$ cat src/rtl/adma_desc_queue_if.sv
// Descriptor push/issue bus between the register map, the descriptor queue and the engine.
// The slave modport is the queue side; the master modport is the register map / engine side.
interface adma_desc_queue_if #(
  parameter int unsigned DMA_LENGTH_W  = 16,
  parameter int unsigned SRC_ADDR_W    = 32,
  parameter int unsigned DST_ADDR_W    = 32,
  parameter int unsigned DMA_XFER_ID_W = 2
);
  logic                     desc_wr_vld_i;
  logic                     desc_wr_rdy_o;
  logic [SRC_ADDR_W-1:0]    desc_src_addr_i;
  logic [DST_ADDR_W-1:0]    desc_dst_addr_i;
  logic [DMA_LENGTH_W-1:0]  desc_xlen_i;
  logic [DMA_LENGTH_W-1:0]  desc_ylen_i;
  logic [DMA_LENGTH_W-1:0]  desc_src_strd_i;
  logic [DMA_LENGTH_W-1:0]  desc_dst_strd_i;

  logic                     desc_rd_vld_o;
  logic                     desc_rd_rdy_i;
  logic [SRC_ADDR_W-1:0]    desc_src_addr_o;
  logic [DST_ADDR_W-1:0]    desc_dst_addr_o;
  logic [DMA_LENGTH_W-1:0]  desc_xlen_o;
  logic [DMA_LENGTH_W-1:0]  desc_ylen_o;
  logic [DMA_LENGTH_W-1:0]  desc_src_strd_o;
  logic [DMA_LENGTH_W-1:0]  desc_dst_strd_o;
  logic [DMA_XFER_ID_W-1:0] desc_rd_id_o;

  modport slave (
    input  desc_wr_vld_i, desc_src_addr_i, desc_dst_addr_i, desc_xlen_i, desc_ylen_i,
           desc_src_strd_i, desc_dst_strd_i, desc_rd_rdy_i,
    output desc_wr_rdy_o, desc_rd_vld_o, desc_src_addr_o, desc_dst_addr_o, desc_xlen_o,
           desc_ylen_o, desc_src_strd_o, desc_dst_strd_o, desc_rd_id_o
  );

  modport master (
    output desc_wr_vld_i, desc_src_addr_i, desc_dst_addr_i, desc_xlen_i, desc_ylen_i,
           desc_src_strd_i, desc_dst_strd_i, desc_rd_rdy_i,
    input  desc_wr_rdy_o, desc_rd_vld_o, desc_src_addr_o, desc_dst_addr_o, desc_xlen_o,
           desc_ylen_o, desc_src_strd_o, desc_dst_strd_o, desc_rd_id_o
  );
endinterface

$ cat src/rtl/adma_desc_queue.sv
// Per-channel DMA descriptor FIFO: accepts pushes, issues one descriptor at a time to the
// engine, tracks the active transfer length, per-slot done flags and sticky IRQ sources.
module adma_desc_queue #(
  parameter  int unsigned DMA_DESC_DEPTH = 4,
  parameter  int unsigned DMA_LENGTH_W   = 16,
  parameter  int unsigned SRC_ADDR_W     = 32,
  parameter  int unsigned DST_ADDR_W     = 32,
  localparam int unsigned DMA_XFER_ID_W  = $clog2(DMA_DESC_DEPTH)
) (
  input  logic                      aclk,
  input  logic                      aresetn,
  input  logic                      chn_en_i,
  input  logic                      irq_msk_com_i,
  input  logic                      irq_msk_qed_i,
  input  logic [1:0]                irq_clr_i,
  adma_desc_queue_if.slave          desc,
  input  logic                      xfer_prog_i,
  input  logic                      xfer_cmpl_i,
  output logic [DMA_XFER_ID_W-1:0]  xfer_id_o,
  output logic [DMA_DESC_DEPTH-1:0] xfer_done_o,
  output logic [DMA_XFER_ID_W-1:0]  active_xfer_id_o,
  output logic [DMA_LENGTH_W-1:0]   active_xfer_len_o,
  output logic                      irq_com_o,
  output logic                      irq_qed_o
);

  localparam int unsigned ID_W  = DMA_XFER_ID_W;
  localparam int unsigned PTR_W = ID_W + 1;

  typedef enum logic {ST_IDLE, ST_ACTIVE} state_t;

  state_t state, state_n;

  logic [PTR_W-1:0] wr_ptr, rd_ptr, cmpl_ptr;
  logic [PTR_W-1:0] cnt;
  logic [ID_W-1:0]  wr_slot, rd_slot;
  logic             push, issue, cmpl_fire, prog_fire;

  logic [SRC_ADDR_W-1:0]   mem_src_addr [DMA_DESC_DEPTH];
  logic [DST_ADDR_W-1:0]   mem_dst_addr [DMA_DESC_DEPTH];
  logic [DMA_LENGTH_W-1:0] mem_xlen     [DMA_DESC_DEPTH];
  logic [DMA_LENGTH_W-1:0] mem_ylen     [DMA_DESC_DEPTH];
  logic [DMA_LENGTH_W-1:0] mem_src_strd [DMA_DESC_DEPTH];
  logic [DMA_LENGTH_W-1:0] mem_dst_strd [DMA_DESC_DEPTH];

  // Occupancy counts until completion, so an issued slot stays reserved while it runs.
  assign cnt     = wr_ptr - cmpl_ptr;
  assign wr_slot = wr_ptr[ID_W-1:0];
  assign rd_slot = rd_ptr[ID_W-1:0];

  assign desc.desc_wr_rdy_o = (cnt != PTR_W'(DMA_DESC_DEPTH));
  assign desc.desc_rd_vld_o = chn_en_i && (state == ST_IDLE) && (rd_ptr != wr_ptr);

  assign push      = desc.desc_wr_vld_i && desc.desc_wr_rdy_o;
  assign issue     = desc.desc_rd_vld_o && desc.desc_rd_rdy_i;
  assign cmpl_fire = (state == ST_ACTIVE) && xfer_cmpl_i;
  assign prog_fire = (state == ST_ACTIVE) && xfer_prog_i && !xfer_cmpl_i;

  assign desc.desc_src_addr_o = mem_src_addr[rd_slot];
  assign desc.desc_dst_addr_o = mem_dst_addr[rd_slot];
  assign desc.desc_xlen_o     = mem_xlen[rd_slot];
  assign desc.desc_ylen_o     = mem_ylen[rd_slot];
  assign desc.desc_src_strd_o = mem_src_strd[rd_slot];
  assign desc.desc_dst_strd_o = mem_dst_strd[rd_slot];
  assign desc.desc_rd_id_o    = rd_slot;

  // State register
  always_ff @(posedge aclk) begin
    if (!aresetn) state <= ST_IDLE;
    else          state <= state_n;
  end

  // Next-state: at most one transfer in flight
  always_comb begin
    state_n = state;
    case (state)
      ST_IDLE:   if (issue)       state_n = ST_ACTIVE;
      ST_ACTIVE: if (xfer_cmpl_i) state_n = ST_IDLE;
      default:                    state_n = ST_IDLE;
    endcase
  end

  // Descriptor storage
  always_ff @(posedge aclk) begin
    if (!aresetn) begin
      for (int i = 0; i < int'(DMA_DESC_DEPTH); i++) begin
        mem_src_addr[i] <= '0;
        mem_dst_addr[i] <= '0;
        mem_xlen[i]     <= '0;
        mem_ylen[i]     <= '0;
        mem_src_strd[i] <= '0;
        mem_dst_strd[i] <= '0;
      end
    end else if (push) begin
      mem_src_addr[wr_slot] <= desc.desc_src_addr_i;
      mem_dst_addr[wr_slot] <= desc.desc_dst_addr_i;
      mem_xlen[wr_slot]     <= desc.desc_xlen_i;
      mem_ylen[wr_slot]     <= desc.desc_ylen_i;
      mem_src_strd[wr_slot] <= desc.desc_src_strd_i;
      mem_dst_strd[wr_slot] <= desc.desc_dst_strd_i;
    end
  end

  // Pointers, transfer tracking and done flags
  always_ff @(posedge aclk) begin
    if (!aresetn) begin
      wr_ptr            <= '0;
      rd_ptr            <= '0;
      cmpl_ptr          <= '0;
      xfer_id_o         <= '0;
      xfer_done_o       <= '0;
      active_xfer_id_o  <= '0;
      active_xfer_len_o <= '0;
    end else begin
      if (push) begin
        wr_ptr               <= wr_ptr + PTR_W'(1);
        xfer_id_o            <= wr_slot;
        xfer_done_o[wr_slot] <= 1'b0;
      end
      if (issue) begin
        rd_ptr            <= rd_ptr + PTR_W'(1);
        active_xfer_id_o  <= rd_slot;
        active_xfer_len_o <= desc.desc_xlen_o;
      end
      // A pushed slot is never the active one, so these done-bit writes never collide.
      if (cmpl_fire) begin
        cmpl_ptr                      <= cmpl_ptr + PTR_W'(1);
        xfer_done_o[active_xfer_id_o] <= 1'b1;
        active_xfer_len_o             <= '0;
      end else if (prog_fire && (active_xfer_len_o != '0)) begin
        active_xfer_len_o <= active_xfer_len_o - DMA_LENGTH_W'(1);
      end
    end
  end

  // Sticky IRQ sources: set beats clear
  always_ff @(posedge aclk) begin
    if (!aresetn) begin
      irq_com_o <= 1'b0;
      irq_qed_o <= 1'b0;
    end else begin
      if (cmpl_fire && irq_msk_com_i) irq_com_o <= 1'b1;
      else if (irq_clr_i[0])          irq_com_o <= 1'b0;
      if (push && irq_msk_qed_i)      irq_qed_o <= 1'b1;
      else if (irq_clr_i[1])          irq_qed_o <= 1'b0;
    end
  end

endmodule

$ cat src/flat_wrapper.sv
// flat-port wrapper written by rule: the top's interface ports become plain ports
module adma_desc_queue_flat 
#(
  parameter  int unsigned DMA_DESC_DEPTH = 4,
  parameter  int unsigned DMA_LENGTH_W   = 16,
  parameter  int unsigned SRC_ADDR_W     = 32,
  parameter  int unsigned DST_ADDR_W     = 32,
  localparam int unsigned DMA_XFER_ID_W  = $clog2(DMA_DESC_DEPTH)
)
  (aclk, aresetn, chn_en_i, irq_msk_com_i, irq_msk_qed_i, irq_clr_i, xfer_prog_i, xfer_cmpl_i, xfer_id_o, xfer_done_o, active_xfer_id_o, active_xfer_len_o, irq_com_o, irq_qed_o, desc_desc_wr_vld_i, desc_desc_src_addr_i, desc_desc_dst_addr_i, desc_desc_xlen_i, desc_desc_ylen_i, desc_desc_src_strd_i, desc_desc_dst_strd_i, desc_desc_rd_rdy_i, desc_desc_wr_rdy_o, desc_desc_rd_vld_o, desc_desc_src_addr_o, desc_desc_dst_addr_o, desc_desc_xlen_o, desc_desc_ylen_o, desc_desc_src_strd_o, desc_desc_dst_strd_o, desc_desc_rd_id_o);
  adma_desc_queue_if #(.DMA_LENGTH_W(DMA_LENGTH_W), .SRC_ADDR_W(SRC_ADDR_W), .DST_ADDR_W(DST_ADDR_W), .DMA_XFER_ID_W((2))) desc_i ();
  input  logic aclk;
  input  logic aresetn;
  input  logic chn_en_i;
  input  logic irq_msk_com_i;
  input  logic irq_msk_qed_i;
  input  logic [1:0] irq_clr_i;
  input  logic xfer_prog_i;
  input  logic xfer_cmpl_i;
  output logic [DMA_XFER_ID_W-1:0] xfer_id_o;
  output logic [DMA_DESC_DEPTH-1:0] xfer_done_o;
  output logic [DMA_XFER_ID_W-1:0] active_xfer_id_o;
  output logic [DMA_LENGTH_W-1:0] active_xfer_len_o;
  output logic irq_com_o;
  output logic irq_qed_o;
  input wire logic [$bits(desc_i.desc_wr_vld_i)-1:0] desc_desc_wr_vld_i;
  input wire logic [$bits(desc_i.desc_src_addr_i)-1:0] desc_desc_src_addr_i;
  input wire logic [$bits(desc_i.desc_dst_addr_i)-1:0] desc_desc_dst_addr_i;
  input wire logic [$bits(desc_i.desc_xlen_i)-1:0] desc_desc_xlen_i;
  input wire logic [$bits(desc_i.desc_ylen_i)-1:0] desc_desc_ylen_i;
  input wire logic [$bits(desc_i.desc_src_strd_i)-1:0] desc_desc_src_strd_i;
  input wire logic [$bits(desc_i.desc_dst_strd_i)-1:0] desc_desc_dst_strd_i;
  input wire logic [$bits(desc_i.desc_rd_rdy_i)-1:0] desc_desc_rd_rdy_i;
  output wire logic [$bits(desc_i.desc_wr_rdy_o)-1:0] desc_desc_wr_rdy_o;
  output wire logic [$bits(desc_i.desc_rd_vld_o)-1:0] desc_desc_rd_vld_o;
  output wire logic [$bits(desc_i.desc_src_addr_o)-1:0] desc_desc_src_addr_o;
  output wire logic [$bits(desc_i.desc_dst_addr_o)-1:0] desc_desc_dst_addr_o;
  output wire logic [$bits(desc_i.desc_xlen_o)-1:0] desc_desc_xlen_o;
  output wire logic [$bits(desc_i.desc_ylen_o)-1:0] desc_desc_ylen_o;
  output wire logic [$bits(desc_i.desc_src_strd_o)-1:0] desc_desc_src_strd_o;
  output wire logic [$bits(desc_i.desc_dst_strd_o)-1:0] desc_desc_dst_strd_o;
  output wire logic [$bits(desc_i.desc_rd_id_o)-1:0] desc_desc_rd_id_o;
  assign desc_i.desc_wr_vld_i = desc_desc_wr_vld_i;
  assign desc_i.desc_src_addr_i = desc_desc_src_addr_i;
  assign desc_i.desc_dst_addr_i = desc_desc_dst_addr_i;
  assign desc_i.desc_xlen_i = desc_desc_xlen_i;
  assign desc_i.desc_ylen_i = desc_desc_ylen_i;
  assign desc_i.desc_src_strd_i = desc_desc_src_strd_i;
  assign desc_i.desc_dst_strd_i = desc_desc_dst_strd_i;
  assign desc_i.desc_rd_rdy_i = desc_desc_rd_rdy_i;
  assign desc_desc_wr_rdy_o = desc_i.desc_wr_rdy_o;
  assign desc_desc_rd_vld_o = desc_i.desc_rd_vld_o;
  assign desc_desc_src_addr_o = desc_i.desc_src_addr_o;
  assign desc_desc_dst_addr_o = desc_i.desc_dst_addr_o;
  assign desc_desc_xlen_o = desc_i.desc_xlen_o;
  assign desc_desc_ylen_o = desc_i.desc_ylen_o;
  assign desc_desc_src_strd_o = desc_i.desc_src_strd_o;
  assign desc_desc_dst_strd_o = desc_i.desc_dst_strd_o;
  assign desc_desc_rd_id_o = desc_i.desc_rd_id_o;
  adma_desc_queue #(.DMA_DESC_DEPTH(DMA_DESC_DEPTH), .DMA_LENGTH_W(DMA_LENGTH_W), .SRC_ADDR_W(SRC_ADDR_W), .DST_ADDR_W(DST_ADDR_W)) u_core (.aclk(aclk), .aresetn(aresetn), .chn_en_i(chn_en_i), .irq_msk_com_i(irq_msk_com_i), .irq_msk_qed_i(irq_msk_qed_i), .irq_clr_i(irq_clr_i), .desc(desc_i), .xfer_prog_i(xfer_prog_i), .xfer_cmpl_i(xfer_cmpl_i), .xfer_id_o(xfer_id_o), .xfer_done_o(xfer_done_o), .active_xfer_id_o(active_xfer_id_o), .active_xfer_len_o(active_xfer_len_o), .irq_com_o(irq_com_o), .irq_qed_o(irq_qed_o));
endmodule
$ cat config.mk
export PLATFORM = sky130hd
export DESIGN_NAME = adma_desc_queue_flat
export DESIGN_NICKNAME = d
export VERILOG_FILES = /design/src/rtl/adma_desc_queue_if.sv /design/src/rtl/adma_desc_queue.sv /design/src/flat_wrapper.sv
export SDC_FILE = /design/constraint.sdc
export NUM_CORES = 1
export LEC_CHECK = 0
export ABC_AREA = 1
export BUFFER_PORTS_ARGS = -buffer_cell sky130_fd_sc_hd__buf_4
export CORE_AREA = 2 2 234 213
export DETAILED_ROUTE_END_ITERATION = 7
export DIE_AREA = 0 0 236 215
export PLACE_DENSITY = 0.73
export RECOVER_POWER = 25
export SETUP_SLACK_MARGIN = 0.1
export SLEW_MARGIN = 20
export SYNTH_ARGS = -nofsm -noshare
export SYNTH_HDL_FRONTEND = slang
export SYNTH_SLANG_ARGS = --single-unit
export TNS_END_PERCENT = 100
$ cat constraint.sdc
create_clock -name aclk -period 15.99 [get_ports aclk]
set_clock_uncertainty 0.05 [all_clocks]
set_input_delay 3.198 -clock aclk [delete_from_list [all_inputs] [get_ports aclk]]
set_output_delay 3.198 -clock aclk [all_outputs]
set_load 0.01 [all_outputs]
==> flow_summary_export.csv <==
group,metric,value,unit
die,initial_utilization,54.2,%
sta,setup_tns,0,ns
yosys,netlist_instances,2399,
setup_path,rrSetupSlack,6.97,ns
die,die_area,50700,um2
pwr,cellPowerDensity,123,nW/um2
pwr,total_power,3690,uW
clock_network,cts_buffer_depth,3,
sta,period_share,63.4,%
setup_path,start_kind,"input pin",
pwr,total_leakage_power,0.0118,uW
clock_network,clk_pin_slew,0.06,ns
die,fp-row-count,77,
grt,track_usage,26.3,%
setup_path,r2r-end,"u_core.mem_dst_strd[3][6]",
setup_path,path_max_fanout,128,
grt,grt-ovfl-total,0,
outcome,status,"finished, violations left",
yosys,synth_nets,2548,
routing,drc_errors,0,
hold_path,hold_path_end,"u_core.xfer_done_o[2]",
clock_network,htreeDepth,2,
clock_network,cts_setup_buffers,0,
hold_path,hold_path_class,"reg -> reg",
layout,nets,2732,
placement,gp_congestion,0.874,
yosys,ys_seq_elements,550,
routing,wl_met2,33800,um
routing,firstDrtPassIters,5,
routing,via_count,18900,
die,ios,297,
layout,drive_gt1_share,23.7,%
die,coreArea,48500,um2
routing,final_antenna_net_count,0,
hold_path,min-delay-start,"u_core.xfer_done_o[2]",
die,die_y,215,um
pwr,ir_drop,0.0806,mV
flow_run,maxCapViolations,3,
routing,drtIter0Drc,1811,
layout,utilization,61.7,%
clock_network,cts_root_buf,"clkbuf_16",
grt,antenna_found_initial,3,
grt,grt_max_degree,187,
sta,finalCriticalPeriod,10.13,ns
sta,fin_ws,5.86,ns
clock_network,worstSkewPairLatency,0.61,ns
sta,drv_slew,296,
sta,slew_headroom,-490,%
layout,areaGrowthSynthToFinish,13.8,%
routing,wl_per_cell,20.7,um
grt,grt_pass1_wl,105000,um
clock_network,hold_buffers,0,
setup_path,reg2reg_depth,10,
sta,tightest_slew,8.84,ns
grt,grt_pass1_vias,18800,
outcome,violations,"capacitance limit, slew limit",
placement,dpl-instance-area,28500,um2
yosys,yosys_warnings,0,
layout,design_area,29900,um2
yosys,synth_cell_type_count,29,
placement,place_ws,8.40,ns
clock_network,cts_tree,"built",
setup_path,critical_path_required,15.89,ns
die,dieWidth,236,um
yosys,synth-seq-area-share,61.4,%
routing,viasPerCell,5.80,
sta,rsz0062_at_grt,"no",
routing,dr_wl_met3,5190,um
sta,fmax,0.0987,GHz
placement,portBuffers,296,
routing,highest_layer,"met4",
hold_path,min_path_cells,2,
setup_path,cp.arrival,10.03,ns
clock_network,numCtsBuffers,58,
sta,hold_viol,0,
setup_path,cp-end-kind,"flip-flop",
setup_path,worstReg2RegStart,"u_core.wr_ptr[0]",
clock_network,cts_sinks,550,
yosys,synth_area,26300,um2
routing,drt-met1-wl,26600,um
routing,totalWireLength,67400,um
yosys,syn-mean-instance-area,11.0,um2
clock_network,cts_resized,0,
setup_path,criticalPathCategory,"in -> reg",
placement,hpwl,35700,um
sta,setup_viol,0,
[cell type report]
| type | instances | area (um2) |
|---|---|---|
| Timing Repair Buffer | 317 | 2300 |
| Multi-Input combinational cell | 1443 | 8030 |
| Tap cell | 632 | 791 |
| Fill cell | 3948 | 18600 |
| Clock buffer | 71 | 1520 |
| Antenna cell | 3 | 7.51 |
| Clock inverter | 30 | 292 |
| Sequential cell | 550 | 16100 |
| Inverter | 213 | 812 |
[report_power, final]
part / switching [uW] / total (uW) / internal (uW) / leakage, uW
clock: 551 / 1300 / 752 / 0.000889
combinational: 432 / 636 / 203 / 0.00531
sequential: 43.8 / 1750 / 1700 / 0.00563
total: 1030 / 3690 / 2660 / 0.0118
[Yosys cell counts, drive strengths merged]
cell type / count / share of area [%]
ha: 10 / 0.48
dfxtp: 38 / 2.9
edfxtp: 512 / 59
nand3b: 2 / 0.057
nand3: 47 / 0.93
nor2: 432 / 6.2
xnor2: 1 / 0.033
o21ai: 253 / 4.8
or2: 1 / 0.024
and3: 1 / 0.024
nand4: 16 / 0.38
xor2: 4 / 0.13
nor3: 385 / 13
o31ai: 1 / 0.029
clkbuf: 114 / 1.6
inv: 213 / 3.0
a21oi: 20 / 0.38
nand2: 155 / 2.3
o22ai: 115 / 2.7
buf: 79 / 2.4
[cells by family after synthesis]
kind of cell | share of synthesized area (%)
DFF | 61.4
AOI/OAI and AO/OA | 7.97
buffers and inverters | 7.04
and+or+nand+nor | 22.9
xor gates and xnor gates | 0.167
adders and majority gates | 0.476
[worst max-delay path: stages]
cell	delay, ns
clkbuf_1	0.39
o31ai_4	0.15
clkbuf_1	6.12
[state kept, by name, summed over array words and instances, names as in the netlist, 4 cells and up, named ones only]
signal / count
u_core.active_xfer_len_o: 16
u_core.mem_dst_addr: 128
u_core.mem_dst_strd: 64
u_core.mem_src_addr: 128
u_core.mem_src_strd: 64
u_core.mem_xlen: 64
u_core.mem_ylen: 64
u_core.xfer_done_o: 4
[per-layer routing]
metal / global-route usage, % / vias up
met5: 0 / -
met4: 9.13 / 0
met3: 3.65 / 119
met2: 45.0 / 787
met1: 34.4 / 9256
li1: - / 8748
[placed cells by master (no fill, tap or decap), drive strengths merged, types with 3 or more instances in the layout]
cell type / Yosys / routed
buf: 79 / 286
nand2: 155 / 155
diode: 0 / 3
nor2: 432 / 432
o22ai: 115 / 115
edfxtp: 512 / 512
clkinv: 0 / 24
ha: 10 / 10
o21ai: 253 / 253
nor3: 385 / 385
a21oi: 20 / 20
clkbuf: 114 / 102
nand4: 16 / 16
xor2: 4 / 4
nand3: 47 / 47
dfxtp: 38 / 38
bufinv: 0 / 5
inv: 213 / 212
[how the worst max path moves through the flow]
stage / to / slack (ns) / from / cells after the start
after CTS: desc_desc_rd_vld_o / 8.35 / chn_en_i / 6
after floorplan: u_core.mem_dst_addr[2][0] / 2.48 / aresetn / 5
final: u_core.mem_dst_strd[3][6] / 5.86 / aresetn / 3
after global placement: desc_desc_rd_vld_o / 8.42 / chn_en_i / 6
after global routing: u_core.mem_src_strd[3][14] / 5.34 / aresetn / 3
after detailed placement: desc_desc_rd_vld_o / 8.40 / chn_en_i / 6
[stage by stage]
step           hold slack, ns  cells
4_1_cts                 0.419   3256
3_5_place_dp            0.407   3155
5_1_grt                 0.440   3259
6_report                0.412   3259
3_3_place_gp            0.402   3155
2_1_floorplan           0.398   2399
(Power assumes the default switching activity.)
